`config.mk`:
```
export PLATFORM = sky130hd
export DESIGN_NAME = move_sequencer
export DESIGN_NICKNAME = d
export VERILOG_FILES = /design/src/rtl/move_sequencer.sv
export SDC_FILE = /design/constraint.sdc
export NUM_CORES = 1
export LEC_CHECK = 0
export BUFFER_PORTS_ARGS = -buffer_cell sky130_fd_sc_hd__buf_2
export CAP_MARGIN = 25
export CORE_MARGIN = 8
export CORE_UTILIZATION = 30
export CTS_CLUSTER_SIZE = 24
export DETAILED_ROUTE_END_ITERATION = 10
export SYNTH_ARGS = -nofsm -noshare
export SYNTH_HDL_FRONTEND = slang
export SYNTH_SLANG_ARGS = --single-unit
```
`constraint.sdc`:
```
create_clock -name clk -period 3.1 [get_ports clk]
set_input_delay 0.62 -clock clk [delete_from_list [all_inputs] [get_ports clk]]
set_output_delay 0.62 -clock clk [all_outputs]
set_load 0.05 [all_outputs]
```
`src/rtl/move_sequencer.sv`:
```
// rtl/move_sequencer.sv - clocked move sequencer: owns the board, checks and commits moves
// Purpose: accepts one move request at a time over valid/ready, checks it against the
//          game rules in a fixed priority order, commits legal moves and returns a
//          one-cycle response carrying a numeric reject code.
// Ports:
//   clk, rst            clock (rising edge), synchronous active-high reset
//   new_game            synchronous board clear, forces the FSM to IDLE
//   state               game state (INIT=0, PLAY=1, Awin=2, Bwin=3, DRAW=4)
//   req_valid/req_ready request handshake; req_player (A=01, B=10), req_cell (row-major)
//   rsp_valid           one-cycle response strobe with rsp_ok and rsp_code
//   board_a/board_b     per-player occupancy, bit i = cell i
//   turn, move_count    player to move, committed move count
//   board_full          move_count == CELLS
module move_sequencer #(
   parameter int         BOARD_N      = 3,
   parameter logic [1:0] FIRST_PLAYER = 2'b01,
   localparam int        CELLS        = BOARD_N * BOARD_N,
   localparam int        IDX_W        = (CELLS > 1) ? $clog2(CELLS) : 1,
   localparam int        CNT_W        = $clog2(CELLS + 1)
) (
   input  logic             clk,
   input  logic             rst,
   input  logic             new_game,
   input  logic [2:0]       state,
   input  logic             req_valid,
   output logic             req_ready,
   input  logic [1:0]       req_player,
   input  logic [IDX_W-1:0] req_cell,
   output logic             rsp_valid,
   output logic             rsp_ok,
   output logic [2:0]       rsp_code,
   output logic [CELLS-1:0] board_a,
   output logic [CELLS-1:0] board_b,
   output logic [1:0]       turn,
   output logic [CNT_W-1:0] move_count,
   output logic             board_full
);

   localparam logic [1:0] S_IDLE  = 2'd0;
   localparam logic [1:0] S_CHECK = 2'd1;
   localparam logic [1:0] S_RESP  = 2'd2;

   localparam logic [2:0] GS_PLAY  = 3'd1;
   localparam logic [1:0] PLAYER_A = 2'b01;
   localparam logic [1:0] PLAYER_B = 2'b10;

   localparam logic [IDX_W:0]   CELLS_X = (IDX_W + 1)'(CELLS);
   localparam logic [CNT_W-1:0] CNT_MAX = CNT_W'(CELLS);
   localparam logic [CELLS-1:0] ONE_HOT = CELLS'(1);

   logic [1:0]       fsm_q, fsm_d;
   logic [1:0]       player_q, player_d;
   logic [IDX_W-1:0] cell_q, cell_d;
   logic             ok_q, ok_d;
   logic [2:0]       code_q, code_d;
   logic [CELLS-1:0] board_a_q, board_a_d;
   logic [CELLS-1:0] board_b_q, board_b_d;
   logic [1:0]       turn_q, turn_d;
   logic [CNT_W-1:0] count_q, count_d;

   logic [CELLS-1:0] occ_shift;
   logic [CELLS-1:0] cell_mask;
   logic             cell_taken;
   logic             full;

   // Shift instead of a direct bit-select so an out-of-range cell never indexes past the board.
   assign occ_shift  = (board_a_q | board_b_q) >> cell_q;
   assign cell_taken = occ_shift[0];
   assign cell_mask  = ONE_HOT << cell_q;
   assign full       = (count_q == CNT_MAX);

   // new_game blocks acceptance and suppresses any in-flight response in the same cycle.
   assign req_ready  = (fsm_q == S_IDLE) && !new_game;
   assign rsp_valid  = (fsm_q == S_RESP) && !new_game;
   assign rsp_ok     = rsp_valid && ok_q;
   assign rsp_code   = rsp_valid ? code_q : 3'd0;
   assign board_a    = board_a_q;
   assign board_b    = board_b_q;
   assign turn       = turn_q;
   assign move_count = count_q;
   assign board_full = full;

   always_comb begin
      fsm_d     = fsm_q;
      player_d  = player_q;
      cell_d    = cell_q;
      ok_d      = ok_q;
      code_d    = code_q;
      board_a_d = board_a_q;
      board_b_d = board_b_q;
      turn_d    = turn_q;
      count_d   = count_q;
      case (fsm_q)
         S_IDLE: begin
            if (req_valid) begin
               player_d = req_player;
               cell_d   = req_cell;
               fsm_d    = S_CHECK;
            end
         end
         S_CHECK: begin
            ok_d  = 1'b0;
            fsm_d = S_RESP;
            if (state != GS_PLAY)                                 code_d = 3'd1;
            else if ({1'b0, cell_q} >= CELLS_X)                   code_d = 3'd2;
            else if (player_q != PLAYER_A && player_q != PLAYER_B) code_d = 3'd3;
            else if (cell_taken)                                   code_d = 3'd4;
            else if (player_q != turn_q)                           code_d = 3'd5;
            else if (full)                                         code_d = 3'd6;
            else begin
               code_d = 3'd0;
               ok_d   = 1'b1;
            end
         end
         S_RESP: begin
            fsm_d = S_IDLE;
            if (ok_q) begin
               if (player_q == PLAYER_A) board_a_d = board_a_q | cell_mask;
               else                      board_b_d = board_b_q | cell_mask;
               turn_d = (turn_q == PLAYER_A) ? PLAYER_B : PLAYER_A;
               if (!full) count_d = count_q + CNT_W'(1);
            end
         end
         default: fsm_d = S_IDLE;
      endcase
   end

   always_ff @(posedge clk) begin
      if (rst || new_game) begin
         fsm_q     <= S_IDLE;
         player_q  <= 2'b00;
         cell_q    <= '0;
         ok_q      <= 1'b0;
         code_q    <= 3'd0;
         board_a_q <= '0;
         board_b_q <= '0;
         turn_q    <= FIRST_PLAYER;
         count_q   <= '0;
      end else begin
         fsm_q     <= fsm_d;
         player_q  <= player_d;
         cell_q    <= cell_d;
         ok_q      <= ok_d;
         code_q    <= code_d;
         board_a_q <= board_a_d;
         board_b_q <= board_b_d;
         turn_q    <= turn_d;
         count_q   <= count_d;
      end
   end

endmodule

```
==> summary.md, run 1 <==
| Metric | Value |
|---|---|
| WP data arrival | `1.53 ns` |
| Shortest period the worst path allows | `2.15 ns` |
| Share of layout cells above drive strength 1 | `23.9%` |
| Sequential fraction of the synthesis area | `45.5%` |
| CTS buffer count | `5` |
| GR Util All Layers | `10.6%` |
| DRC viols | `0` |
| Largest net degree at the start of global routing | `33` |
| Nets | `241` |
| HP Class | `flop to flop` |
| Slew Viols, Final | `0` |
| Async set or reset register ratio after synthesis | `0%` |
| Vias in the first global route | `1365` |
| P per Cell Area | `443 nW/um^2` |
| Number of synthesized flops with an enable pin | `0` |
| Final worst slack | `0.951 ns` |
| Clock Sinks | `36` |
| Kind of critical path | `flop to output port` |
| Number of library cell types mapped by synthesis | `47` |
| CTS clk-pin slew, worst paths | `0.07 ns` |
| Flops & latches, synth | `36` |
| Cell Int Power | `670 uW` |
| Clock network fraction of design power | `38.9%` |
| Finish-stage setup viols | `0` |
| Reg power frac | `55.0%` |
| Core ar. | `5110 um^2` |
| Worst Path Max Fanout | `9` |
| Post-synth top flop | `dfxtp_1` |
| Unrepaired setup endpoints after global routing | `false` |
| Cell Area, Placed | `1850 um^2` |
| Wirelength per Cell | `13.6 um` |
| Max clock buf depth | `2` |
| Most frequent cells in the layout | `buf_2 (43), nor2_1 (40), dfxtp_1 (36)` |
| Cts repair resizes | `0` |
| Psw | `192 uW` |
| Routed vias/inst | `4.84` |
| Drt first pass iters | `4` |
| Power, Total | `862 uW` |
| Compound-Gate Fraction of Synth Area | `15.7%` |
| Die width | `88.7 um` |
| Logic pwr share | `6.2%` |
| Area delta synth->final | `22.7%` |
| Slew HR | `49.9%` |
| Routability cong. | `0.768` |
| Total gr overflow | `0` |
| Std-Cell Rows | `26` |
| Die Area | `7860 um^2` |
| Initial DRC count | `111` |
| Status | `completed` |
| TritonCTS clock tree | `built` |
| CTS Hold Buffers Added | `0` |
| Critical path capture point type | `output port` |
| Synthesized instance count | `182` |
| DP Wirelength | `2990 um` |
| Peak VDD IR | `0.216 mV` |
| Utilization after layout | `38.1%` |
| Initial Util | `31.0%` |
| Final Instance Area | `1940 um^2` |
| Mux cell area share after synthesis | `3.16%` |
| Fin. Hold Viols | `0` |
| Initial antenna violation count | `0` |
| Yosys warns | `0` |
| Die height | `88.7 um` |
| Synth Area per Inst | `8.70 um^2` |
| Root Driver | `clkbuf_8` |
| Fin Clk Skew | `0.00844 ns` |
| Required time of the critical path | `2.48 ns` |
| Mapped Area | `1580 um^2` |
| Post-CTS Setup Bufs | `0` |
| Max_cap viols | `0` |
| Top cell type's share of synthesized area | `45.5%` |
| Switching share of power | `22.3%` |
| Synthesized-area fraction occupied by xor and xnor cells | `2.76%` |
| DP Worst Slack | `0.971 ns` |
| Final Cycle Share | `69.3%` |
| Element type at the critical path start | `flop` |
| Worst Tran Pin Value | `0.744 ns` |
| Detailed Route WL | `4040 um` |
| Worst-Skew Late Latency | `0.28 ns` |
| Routed Antenna Nets | `0` |
| H-tree level count | `2` |
| Largest family of logic cells by synthesized area | `simple AND/OR/NAND/NOR gates` |
| Simple-gate share of the synthesized area | `27.3%` |
| IO buf count | `43` |
| FMAX | `0.465 GHz` |
| ANT cells | `0` |
| First-pass GRT wire length | `6510 um` |
| Most common cell after layout, fill and taps aside | `buf_2` |
| Synth area leader | `dfxtp_1` |
| Synth Area in Adders | `2.37%` |
| Top cells by area, synth | `dfxtp_1 (45%), nor2_1 (9.5%), a21oi_1 (5.7%), mux2i_1 (3.2%), ha_1 (2.4%)` |
| TNS Setup | `0 ns` |
| I/O pin cnt | `44` |
| Synthesized netlist net count | `198` |
| Routed vias | `1433` |
| P_leak | `0.000847 uW` |
-- Yosys cell counts (4+ instances only) --
| cell type | number |
|---|---|
| clkbuf_1 | 5 |
| nand2b_1 | 4 |
| a31oi_1 | 5 |
| dfxtp_1 | 36 |
| nor3_1 | 4 |
| nand3_1 | 4 |
| nor2_1 | 40 |
| xor2_1 | 4 |
| a21oi_1 | 18 |
| mux2i_1 | 5 |
| and2_1 | 4 |
-- kinds of logic (layout without fill, tap and decap cells) --
kind of cell	after synthesis	count (layout)
mux	5	5
simple gates	82	82
compound gates	40	40
xor+xnor	5	5
buf+inv	11	55
flops	36	36
fa+ha+maj	3	3
-- per-stage QoR --
stage,hold WS (ns),cells
2_1_floorplan,0.472,182
3_5_place_dp,0.479,288
4_1_cts,0.497,296
3_3_place_gp,0.476,288
5_1_grt,0.531,296
6_report,0.489,296
-- critical path, stage by stage (launching register included) --
cell	delay [ns]
dfxtp_1	0.46
nor3b_1	0.35
and2_1	0.17
buf_2	0.25
-- routing by layer --
metal  track usage [%]  wire [um]  share of wire, %  vias up
li1                  -          -                 -      730
met1              12.3       1840                46      667
met2              16.9       1860                46       31
met3              4.18        282               7.0        5
met4              4.76         55               1.4        0
met5                 0          0                 0        -
-- power by group through the flow --
| stage | Combinational (uW) | Clock, uW | Sequential [uW] |
|---|---|---|---|
| final | 53.3 | 335 | 474 |
| after global routing | 59.5 | 367 | 474 |
| after CTS | 54.0 | 346 | 474 |
| after detailed placement | 53.9 | 0 | 484 |
| after global placement | 53.8 | 0 | 484 |
| after floorplan | 39.7 | 0 | 480 |
-- area by class of cell --
cell class	count	area [um^2]
Fill cell	564	3160
Multi-Input combinational cell	135	812
Sequential cell	36	721
Timing Repair Buffer	44	223
Clock buffer	8	90.1
Tap cell	70	87.6
Inverter	3	11.3
-- flip-flops by register name (all words and copies together), names as in the netlist, 2 cells and up --
signal      cells
player_q        2
turn            2
move_count      4
board_b         9
fsm_q           2
code_q          3
cell_q          4
board_a         9
-- final timing paths --
check,start,to,slack (ns),cells past startpoint
worst min-delay path,board_a[0],board_a[0],0.49,2
worst max-delay path,fsm_q[1],rsp_code[1],0.95,3
worst min register to register,board_a[0],board_a[0],0.49,2
worst max register to register,cell_q[0],ok_q,1.22,4
Note: power is estimated with default switching activity, not from simulation.
==> run 2: changes to the inputs <==
==> constraint.sdc (replaced) <==
create_clock -name clk -period 1.9 [get_ports clk]
set_input_delay 0.38 -clock clk [delete_from_list [all_inputs] [get_ports clk]]
set_output_delay 0.38 -clock clk [all_outputs]
set_load 0.05 [all_outputs]
==> summary.md, run 2 (synthesized netlist as in run 1, its figures left out) <==
| Metric | Value |
|---|---|
| ANT cells | `0` |
| DRC viols | `0` |
| FMAX | `0.550 GHz` |
| Setup crit end | `board_full` |
| Root Driver | `clkbuf_8` |
| Fin Clk Skew | `0.00668 ns` |
| CTS Hold Buffers Added | `0` |
| CTS clk-pin slew, worst paths | `0.07 ns` |
| Max_cap viols | `0` |
| Die width | `88.7 um` |
| Routed Antenna Nets | `0` |
| Slew Viols, Final | `0` |
| Die Area | `7860 um^2` |
| Peak VDD IR | `0.250 mV` |
| IO buf count | `43` |
| Critical path capture point type | `output port` |
| TritonCTS clock tree | `built` |
| Most frequent cells in the layout | `buf_2 (43), nor2_1 (40), dfxtp_1 (34)` |
| Drt first pass iters | `4` |
| Largest net degree at the start of global routing | `20` |
| Filler cell count | `549` |
| Slew HR | `61.3%` |
| Utilization after layout | `39.5%` |
| Share of layout cells above drive strength 1 | `28.0%` |
| P_leak | `0.000891 uW` |
| WP data arrival | `1.44 ns` |
| Wirelength per Cell | `14.4 um` |
| Required time of the critical path | `1.52 ns` |
| Final Cycle Share | `95.7%` |
| Cell Area, Placed | `1920 um^2` |
| Routed vias/inst | `4.77` |
| Initial DRC count | `107` |
| Hold_ws | `0.324 ns` |
| Finish-stage setup viols | `0` |
| Total gr overflow | `0` |
| Max clock buf depth | `2` |
| Most common cell after layout, fill and taps aside | `buf_2` |
| P per Cell Area | `719 nW/um^2` |
| H-tree level count | `2` |
| Unrepaired setup endpoints after global routing | `false` |
| Reg2Reg Launch Point | `cell_q[0]` |
| First-pass GRT wire length | `7090 um` |
| Die height | `88.7 um` |
| Initial antenna violation count | `0` |
| Vias in the first global route | `1459` |
| Element type at the critical path start | `flop` |
| Routability cong. | `0.803` |
| Worst-Skew Late Latency | `0.29 ns` |
| Final Instance Area | `2020 um^2` |
| Kind of critical path | `flop to output port` |
| Std-Cell Rows | `26` |
| HP Class | `input port to flop` |
| DP Wirelength | `3220 um` |
| Shortest period the worst path allows | `1.82 ns` |
| Multi-input logic area | `823 um^2` |
| Initial Util | `31.0%` |
| Worst Tran Pin Value | `0.572 ns` |
| Clock Sinks | `36` |
| Critical path launch point | `move_count[0]` |
| Routed vias | `1442` |
| FF-to-FF path depth | `5` |
| Area delta synth->final | `27.3%` |
| Nets | `248` |
| TNS Setup | `0 ns` |
| Core ar. | `5110 um^2` |
| I/O pin cnt | `44` |
| GR Util All Layers | `11.7%` |
| CTS buffer count | `5` |
| Fin. Hold Viols | `0` |
| Detailed Route WL | `4350 um` |
| Status | `completed` |
| R2R setup slack | `0.16 ns` |
| Worst Path Max Fanout | `5` |
| FF+latch area | `723 um^2` |
| Critical R2R Capture | `code_q[2]` |
==> run 2: per-layer routing <==
metal / GRT usage (%) / share of wire [%] / vias to the layer above
met3: 3.62 / 5.7 / 8
met4: 6.14 / 1.9 / 0
met5: 0 / 0 / -
met2: 17.5 / 45 / 37
met1: 14.6 / 48 / 656
li1: - / - / 741
==> run 2: worst max-delay path, stage by stage, from the launching register on <==
cell      delay (ns)
dfxtp_1         0.43
ha_1            0.18
nand3b_1        0.12
inv_1           0.15
buf_2           0.28
==> run 2: area by class of cell <==
class	instances	share of cell area, %
tap	70	4.34
clock buffer	7	4.78
multi-input combinational	135	40.8
sequential	36	35.9
inverter	3	0.558
timing repair buffer	51	13.6
==> run 2: how the worst min path moves through the flow <==
stage | startpoint | endpoint | depth (start not counted)
finish | req_cell[2] | cell_q[2] | 3
global route | req_cell[2] | cell_q[2] | 3
CTS | req_cell[2] | cell_q[2] | 3
detailed placement | board_a[0] | board_a[0] | 2
global placement | board_b[4] | board_b[4] | 2
floorplan | ok_q | ok_q | 2
==> run 2: through the flow <==
step / setup WS (ns) / power (uW) / cells
6_report: 0.0812 / 1450 / 302
5_1_grt: 0.00964 / 1510 / 302
3_3_place_gp: 0.159 / 885 / 295
2_1_floorplan: 0.00460 / 850 / 182
4_1_cts: 0.0319 / 1470 / 302
3_5_place_dp: 0.121 / 887 / 295
==> run 2: where the power goes <==
group | internal (uW) | switching [uW] | total (uW)
sequential | 761 | 11.2 | 773
combinational | 42.5 | 55.6 | 98.1
clock | 323 | 257 | 580
total | 1130 | 324 | 1450
==> run 2: what timing repair did <==
| item | CTS | global route |
|---|---|---|
| resized for setup | 0 | 2 |
| buffers inserted | 0 | 0 |
| hold endpoints to repair | 0 | 0 |
| endpoints found under the setup margin | 0 | 5 |
==> run 3: changes to the inputs <==
--- a/config.mk
+++ b/config.mk
@@ -5,9 +5,10 @@
 export SDC_FILE = /design/constraint.sdc
 export NUM_CORES = 1
 export LEC_CHECK = 0
+export ABC_AREA = 1
 export BUFFER_PORTS_ARGS = -buffer_cell sky130_fd_sc_hd__buf_2
 export CAP_MARGIN = 25
-export CORE_MARGIN = 8
+export CORE_MARGIN = 2
 export CORE_UTILIZATION = 30
 export CTS_CLUSTER_SIZE = 24
 export DETAILED_ROUTE_END_ITERATION = 10
==> summary.md, run 3 <==
| Metric | Value |
|---|---|
| Mapped Area | `1630 um^2` |
| TNS Setup | `0 ns` |
| FF-to-FF path depth | `8` |
| Bufs and invs on worst path | `4` |
| WP data arrival | `1.40 ns` |
| Post-synth top flop | `dfxtp_1` |
| Worst-Skew Late Latency | `0.30 ns` |
| FMAX | `0.563 GHz` |
| Worst Tran Pin Value | `0.338 ns` |
| Initial antenna violation count | `0` |
| Slew Viols, Final | `0` |
| Wirelength per Cell | `10.6 um` |
| DP Wirelength | `2760 um` |
| P_leak | `0.000907 uW` |
| Number of library cell types mapped by synthesis | `24` |
| Most frequent cells in the layout | `buf_2 (43), nor2_1 (40), dfxtp_1 (36)` |
| Fin. Hold Viols | `0` |
| CTS buffer count | `5` |
| Yosys warns | `0` |
| GR Util All Layers | `12.7%` |
| Unrepaired setup endpoints after global routing | `false` |
| Inst Count DP | `337` |
| Share of layout cells above drive strength 1 | `28.7%` |
| Commonest cells in the netlist | `nor2_1 (44), dfxtp_1 (36), a21oi_1 (32)` |
| Status | `completed` |
| P per Cell Area | `761 nW/um^2` |
| Cts repair resizes | `0` |
| Routed vias | `1515` |
| ANT cells | `0` |
| Die Area | `6030 um^2` |
| Std-Cell Rows | `26` |
| Final Cycle Share | `93.5%` |
| Vias in the first global route | `1341` |
| DRC viols | `0` |
| Hold_ws | `0.346 ns` |
| Synth Area per Inst | `7.20 um^2` |
| Max_cap viols | `0` |
| Number of synthesized flops with an enable pin | `0` |
| Routability cong. | `0.836` |
| CTS Hold Buffers Added | `0` |
| Total gr overflow | `0` |
| Clock Sinks | `36` |
| Flops & latches, synth | `36` |
| Initial DRC count | `36` |
| R2R setup slack | `0.54 ns` |
| IO buf count | `43` |
| Worst hold stages | `3` |
| Top cell type's share of synthesized area | `44.3%` |
| Top cells by area, synth | `dfxtp_1 (44%), nor2_1 (10%), a21oi_1 (9.8%), inv_1 (7.2%), nand2_1 (6.5%)` |
| Slew HR | `77.4%` |
| Die width | `77.6 um` |
| Routed Antenna Nets | `0` |
| Worst Path Max Fanout | `3` |
| Required time of the critical path | `1.52 ns` |
| Max clock buf depth | `2` |
| I/O pin cnt | `44` |
| HP Start | `req_player[0]` |
| Cell Area, Placed | `1940 um^2` |
| Sink of the worst hold path | `player_q[0]` |
| Reg2Reg Launch Point | `cell_q[0]` |
| Peak VDD IR | `0.301 mV` |
| DP Worst Slack | `0.434 ns` |
| Largest net degree at the start of global routing | `25` |
| Root Driver | `clkbuf_8` |
| TritonCTS clock tree | `built` |
| Most common cell after layout, fill and taps aside | `buf_2` |
| Sequence of cells on the critical path | `inv_2, nor2_2, inv_1, nor2_2, inv_1, nor2_2, buf_2` |
| Initial Util | `31.4%` |
| Max incr delay on CP | `0.36 ns` |
| Drt first pass iters | `4` |
| Final worst slack | `0.123 ns` |
| Critical R2R Capture | `code_q[1]` |
| Area delta synth->final | `26.1%` |
| Core ar. | `5170 um^2` |
| Nets | `290` |
| Fin Clk Skew | `0.0117 ns` |
| Die height | `77.6 um` |
| First-pass GRT wire length | `6020 um` |
| Shortest period the worst path allows | `1.78 ns` |
| Finish-stage setup viols | `0` |
| Kind of critical path | `flop to output port` |
| HP Class | `input port to flop` |
| Detailed Route WL | `3660 um` |
| Post-CTS Setup Bufs | `0` |
| Synth area leader | `dfxtp_1` |
| Most instantiated library cell after synthesis | `nor2_1` |
| Routed vias/inst | `4.39` |
| Async set or reset register ratio after synthesis | `0%` |
| Crit path max-delay cell type | `dfxtp_1` |
| Sequential fraction of the synthesis area | `44.3%` |
| CTS clk-pin slew, worst paths | `0.07 ns` |
| Final Instance Area | `2050 um^2` |
| Critical path capture point type | `output port` |
| Most common cell on crit path | `nor2_2` |
| Synthesized instance count | `226` |
| CP top delay family | `buffers and inverters` |
| Final std cells w/o fill | `345` |
| Synthesized netlist net count | `242` |
| Element type at the critical path start | `flop` |
| H-tree level count | `2` |
==> run 3: cell types whose count changed after synthesis, sizes merged, moves of 5 or more <==
cell | before | now
nand2 | 2 | 31
o21ai | 4 | 11
a21oi | 18 | 34
nand3 | 4 | 10
nor2 | 40 | 54
mux2i | 5 | 0
a31oi | 5 | 0
inv | 3 | 35
==> run 3: layout make-up <==
cell class / instances / area (um^2)
clock buffers: 5 / 68.8
clock inverters: 3 / 42.5
fillers: 537 / 3120
inverters: 35 / 131
multi-input cells: 151 / 769
flip-flops and latches: 36 / 721
well taps: 70 / 87.6
repair buffers: 45 / 230
==> run 3: worst max path at each step <==
| stage | startpoint | endpoint | slack [ns] | cells after the start |
|---|---|---|---|---|
| 2_1_floorplan | fsm_q[1] | rsp_code[0] | -0.09 | 6 |
| 3_3_place_gp | fsm_q[1] | rsp_code[2] | 0.47 | 7 |
| 3_5_place_dp | fsm_q[1] | rsp_code[2] | 0.43 | 7 |
| 4_1_cts | fsm_q[1] | rsp_code[2] | 0.11 | 7 |
| 5_1_grt | fsm_q[1] | rsp_code[1] | 0.007 | 7 |
| 6_report | fsm_q[1] | rsp_code[1] | 0.12 | 7 |
==> run 3: kinds of logic (layout without fill, tap and decap cells) <==
group | Yosys count | after routing | share of synthesized area, %
flip-flops | 36 | 36 | 44.3
XOR/XNOR | 1 | 1 | 0.539
AND/OR/NAND/NOR | 101 | 101 | 29.1
AO/OA/AOI/OAI | 46 | 46 | 14.8
adder cells (fa/ha/maj) | 3 | 3 | 2.31
buffers and inverters | 39 | 88 | 9.00
==> run 3: layer usage <==
layer  vias up  part of all wire (%)  global-route usage [%]  routed length, um
met1       649                    50                    16.5               1820
met3         7                   5.7                    3.95                210
met2        52                    43                    19.2               1570
met5         -                     0                       0                  0
li1        807                     -                       -                  -
met4         0                   1.6                    5.89                 57
==> run 3: report_power, final <==
group / total (uW) / switching (uW) / internal [uW]
logic: 110 / 73.4 / 36.8
clock network: 682 / 293 / 388
registers: 769 / 7.14 / 762
==> run 3: worst reg2reg max path, cell delays in order (launching register included) <==
cell and delay, ns:
dfxtp_1 0.36, nor2_2 0.26, nand3_1 0.16, nor2_2 0.15, nor2_4 0.07, nand3_1 0.06, nand2_1 0.06, nand2_1 0.07
a21oi_2 0.05
==> run 3: per-stage QoR <==
step / power [uW] / utilization (%)
floorplan: 862 / -
global placement: 896 / 37.5
detailed placement: 897 / 37.5
CTS: 1570 / 39.6
global route: 1610 / 39.6
finish: 1560 / 39.6
